## src/rtl/add_serial_arb.sv

```systemverilog
// Round-robin sequencer that shares one bit-serial 8-bit adder among NREQ requesters.
// Each operation runs launch, wait, capture, release and gap on the adder, then returns the sum.
module add_serial_arb #(
    parameter int NREQ    = 4,
    parameter int ADD_LAT = 10
) (
    input  logic              clk,
    input  logic              rst,
    input  logic [NREQ-1:0]   req,
    input  logic [8*NREQ-1:0] req_a,
    input  logic [8*NREQ-1:0] req_b,
    output logic [NREQ-1:0]   gnt,
    output logic [NREQ-1:0]   rsp_valid,
    output logic [7:0]        rsp_data,
    output logic              busy,
    output logic              add_en,
    output logic [7:0]        add_a,
    output logic [7:0]        add_b,
    input  logic [7:0]        add_out
);
    localparam int IW = (NREQ > 1) ? $clog2(NREQ) : 1;
    localparam int CW = (ADD_LAT > 1) ? $clog2(ADD_LAT) : 1;

    typedef enum logic [2:0] {
        S_IDLE    = 3'd0,
        S_LAUNCH  = 3'd1,
        S_WAIT    = 3'd2,
        S_CAPTURE = 3'd3,
        S_RELEASE = 3'd4,
        S_GAP     = 3'd5
    } state_t;

    state_t          r_state;
    logic [IW-1:0]   r_ptr;
    logic [IW-1:0]   r_idx;
    logic [CW-1:0]   r_cnt;
    logic [IW-1:0]   w_win;
    logic [IW-1:0]   w_nxt;
    logic            w_any;

    // First requester at or after p, wrapping at NREQ; returns p when none is requesting.
    function automatic logic [IW-1:0] rr_pick(input logic [NREQ-1:0] r, input logic [IW-1:0] p);
        logic [2*NREQ-1:0] dbl;
        logic [IW-1:0]     pick;
        logic              found;
        int                j;
        dbl   = {r, r} >> p;
        pick  = p;
        found = 1'b0;
        for (int k = 0; k < NREQ; k++) begin
            j = int'(p) + k;
            if (j >= NREQ) begin
                j = j - NREQ;
            end
            if (!found && dbl[k]) begin
                pick  = IW'(j);
                found = 1'b1;
            end
        end
        return pick;
    endfunction

    function automatic logic [NREQ-1:0] onehot(input logic [IW-1:0] i);
        return NREQ'(1) << i;
    endfunction

    // Arbitration decision for the current IDLE cycle and the pointer that follows it.
    always_comb begin
        w_any = |req;
        w_win = rr_pick(req, r_ptr);
        if (w_win == IW'(NREQ - 1)) begin
            w_nxt = '0;
        end else begin
            w_nxt = w_win + IW'(1);
        end
    end

    // Sequencer FSM; every output is registered and set on the transition into its state.
    always_ff @(posedge clk) begin
        if (rst) begin
            r_state   <= S_IDLE;
            r_ptr     <= '0;
            r_idx     <= '0;
            r_cnt     <= '0;
            gnt       <= '0;
            rsp_valid <= '0;
            rsp_data  <= 8'h00;
            busy      <= 1'b0;
            add_en    <= 1'b0;
            add_a     <= 8'h00;
            add_b     <= 8'h00;
        end else begin
            gnt       <= '0;
            rsp_valid <= '0;
            add_en    <= 1'b0;
            case (r_state)
                S_IDLE: begin
                    if (w_any) begin
                        r_idx   <= w_win;
                        r_ptr   <= w_nxt;
                        add_a   <= req_a[8*w_win +: 8];
                        add_b   <= req_b[8*w_win +: 8];
                        gnt     <= onehot(w_win);
                        add_en  <= 1'b1;
                        busy    <= 1'b1;
                        r_state <= S_LAUNCH;
                    end else begin
                        busy    <= 1'b0;
                    end
                end
                S_LAUNCH: begin
                    r_cnt   <= CW'(ADD_LAT - 1);
                    r_state <= S_WAIT;
                end
                S_WAIT: begin
                    if (r_cnt == '0) begin
                        r_state <= S_CAPTURE;
                    end else begin
                        r_cnt   <= r_cnt - CW'(1);
                    end
                end
                S_CAPTURE: begin
                    rsp_data <= add_out;
                    // Second enable pulse returns the adder from done to idle.
                    add_en   <= 1'b1;
                    r_state  <= S_RELEASE;
                end
                S_RELEASE: begin
                    rsp_valid <= onehot(r_idx);
                    r_state   <= S_GAP;
                end
                S_GAP: begin
                    busy    <= 1'b0;
                    r_state <= S_IDLE;
                end
                default: begin
                    busy    <= 1'b0;
                    r_state <= S_IDLE;
                end
            endcase
        end
    end
endmodule

```

## config.mk

```make
export PLATFORM = sky130hd
export DESIGN_NAME = add_serial_arb
export DESIGN_NICKNAME = d
export VERILOG_FILES = /design/src/rtl/add_serial_arb.sv
export SDC_FILE = /design/constraint.sdc
export NUM_CORES = 1
export LEC_CHECK = 0
export ABC_AREA = 0
export BUFFER_PORTS_ARGS = -buffer_cell sky130_fd_sc_hd__buf_2
export CELL_PAD_IN_SITES_DETAIL_PLACEMENT = 2
export CELL_PAD_IN_SITES_GLOBAL_PLACEMENT = 2
export CORE_MARGIN = 2
export CORE_UTILIZATION = 25
export CTS_CLUSTER_DIAMETER = 60
export DETAILED_ROUTE_END_ITERATION = 10
export PLACE_DENSITY_LB_ADDON = 0.1
export SYNTH_ARGS = -nofsm -noshare
export SYNTH_HDL_FRONTEND = slang
export SYNTH_SLANG_ARGS = --single-unit
```

## constraint.sdc

```tcl
create_clock -name clk -period 2.4 [get_ports clk]
set_input_delay 0.36 -clock clk [delete_from_list [all_inputs] [get_ports clk]]
set_output_delay 0.36 -clock clk [all_outputs]
set_load 0.1 [all_outputs]
```

==> results.md <==
* Status: finished clean
* Total Routed Length at 6500 µm
* RD Place Congestion at 0.728
* CP max FO at 18
* Peak supply drop at 316 µV
* Commonest non-fill, non-tap cell in the layout: buf_2
* Slew HR at 57.7%
* Setup Buffers After CTS at 0
* Clock net sink count at 45
* Number of nets with antenna violations after routing at 0
* DP Wirelength at 5050 µm
* Clk pin slew, worst setup/hold paths at 90 ps
* Global-route wire length before repair at 10900 µm
* Worst setup path class: register to register
* CTS max path bufs at 2
* Place WS at approximately 360 ps
* Share of cells above drive strength 1 at 42.2%
* DR vias/cell at around 4.7
* Boundary pin count at 112
* Pins Over Slew Limit at 0
* Hold Violations, Final at 0
* Asr flop ratio synth at 0%
* Largest net degree at the start of global routing at 39
* Post-CTS resize count at 0
* Pleak at 1.39 nW
* Initial antenna violation count at 0
* Mapped cell area at 2150 µm²
* Distinct cell type count after synthesis at 37
* Worst reg-to-reg path cell count at 5
* Hold Buf Count CTS at 0
* Final worst-path cycle share at 81.4%
* Die Y at 96.6 µm
* Worst Path Arrival at 2160 ps
* Setup TNS at 0 ps
* Via count at 2019
* Post-Syn Area per Cell at 9.84 µm²
* Htree depth at 2
* Die ar. at 9340 µm²
* Worst slew pin tran at approximately 630 ps
* RSZ-0062 raised after global routing: no
* Core area at 8260 µm²
* Vias in the first global route at 2180
* PD cells at 1080 nW/µm²
* Flops & latches, synth at 45
* Crit. End Element: register
* Syn Nets at 297
* Sequential fraction of the synthesis area at 42.0%
* Fin worst setup slack at 447 ps
* Gr usage total at 14.0%
* Synth Warn # at 0
* Antenna cells at 0
* Number of buffers added on ports at 111
* Hold Path Depth at 3
* Initial drt markers at 34
* Wire length per cell at 15.0 µm
* Number of remaining DRC errors at 0
* Clock root buffer: clkbuf_8
* Initial Util at between 20 and 30%
* Number of synthesized flops with an enable pin at 0
* Clk_lat worst skew at 300 ps
* TritonCTS clock tree: built
* Top FF cell, synth: dfxtp_1
* FP Rows at 33
* Area growth syn-to-layout at 35.2%
* Final setup viols at 0
* Setup Skew at between 4 and 5 ps
* CTS buffer count at 5
* GRT overflow at 0
* Die X at 96.6 µm
* Crit path launch type: register
* Worst EP required at 2610 ps
* Peak Freq at 512 MHz
* Hold Path Class: input port to register
* Nets at 405
* Most frequent cells in the layout: buf_2 (111), dfxtp_1 (45), mux2i_1 (40)
* Drt first pass iters at 4
* Cell count after synthesis at 218
* Max-Cap Viols at 0
* Final Critical Period at 1950 ps
-- worst max-delay path: stages, from the launching register on --
cell and delay [ps]:
dfxtp_1 440, or2_0 150, a21oi_1 80, o31ai_2 370, nand3b_2 490, o221ai_1 330
-- sequential cells by signal (all words and copies together), names as in the netlist --
name and flops:
add_en 1, add_a 8, rsp_valid 4, busy 1
r_ptr 2, r_state 3, r_idx 2, rsp_data 8
add_b 8, r_cnt 4, gnt 4
-- power by group --
| part | switching (mW) | internal [mW] | leakage, nW |
|---|---|---|---|
| clock | 0.286 | 0.318 | 0.0591 |
| combinational | 1.14 | 0.398 | 0.958 |
| sequential | 0.101 | 0.883 | 0.369 |
| total | 1.52 | 1.60 | 1.39 |
-- cell families (layout without fill, tap and decap cells) --
kind of cell / Yosys count / in the layout / synth area share, %
flops: 45 / 45 / 42.0
mux: 40 / 40 / 18.7
fa+ha+maj: 1 / 1 / 0.583
simple gates: 72 / 72 / 16.6
compound gates: 38 / 38 / 15.6
buf+inv: 18 / 127 / 4.96
xor+xnor: 4 / 4 / 1.63
-- layout make-up --
type	count	area [µm²]
Timing Repair Buffer	115	598
Fill cell	971	5360
Clock inverter	3	47.5
Inverter	4	15.0
Sequential cell	45	901
Clock buffer	5	68.8
Multi-Input combinational cell	155	1140
Tap cell	105	131
-- per-layer routing --
layer  part of all wire, %  global-route usage (%)  vias to the layer above
li1                      -                       -                      999
met2                    50                    23.7                       56
met4                     0                    2.60                        0
met1                    44                    17.7                      964
met5                     0                       0                        -
met3                   6.2                    4.41                        0
-- metrics by stage --
stage          total power [mW]  hold slack (ps)  std cells  util, %  area [µm²]
6_report                   3.12              290        432     35.1        2900
5_1_grt                    3.31              286        432     35.1        2900
4_1_cts                    3.17              286        432     35.1        2900
3_5_place_dp               2.56              445        424     33.7        2780
3_3_place_gp               2.54              441        424     33.7        2780
2_1_floorplan              2.25              448        218        -        2150
-- final timing paths --
check	slack (ps)	from	endpoint
max	450	r_ptr[1]	add_b[5]
min	290	add_out[3]	rsp_data[3]
max reg2reg	450	r_ptr[1]	add_b[5]
min reg2reg	470	add_b[4]	add_b[4]
-- synth_stat cells, types with 2 or more instances --
cell type	number	area [µm²]
xnor2_1	3	26.3
inv_1	4	15.0
a31oi_1	2	12.5
dfxtp_1	45	901
clkbuf_1	4	15.0
buf_2	4	20.0
buf_4	3	22.5
nor3b_1	2	15.0
buf_6	3	33.8
o221ai_1	8	70.1
o221ai_2	8	120
o21ai_0	3	15.0
nor3_1	5	25.0
a21oi_1	9	45.0
nand2_1	28	105
nor2_1	21	78.8
a211oi_1	4	30.0
mux2i_1	40	400
nand2b_1	2	12.5
nor2b_1	3	18.8
Power figures use the tool's default switching activity.
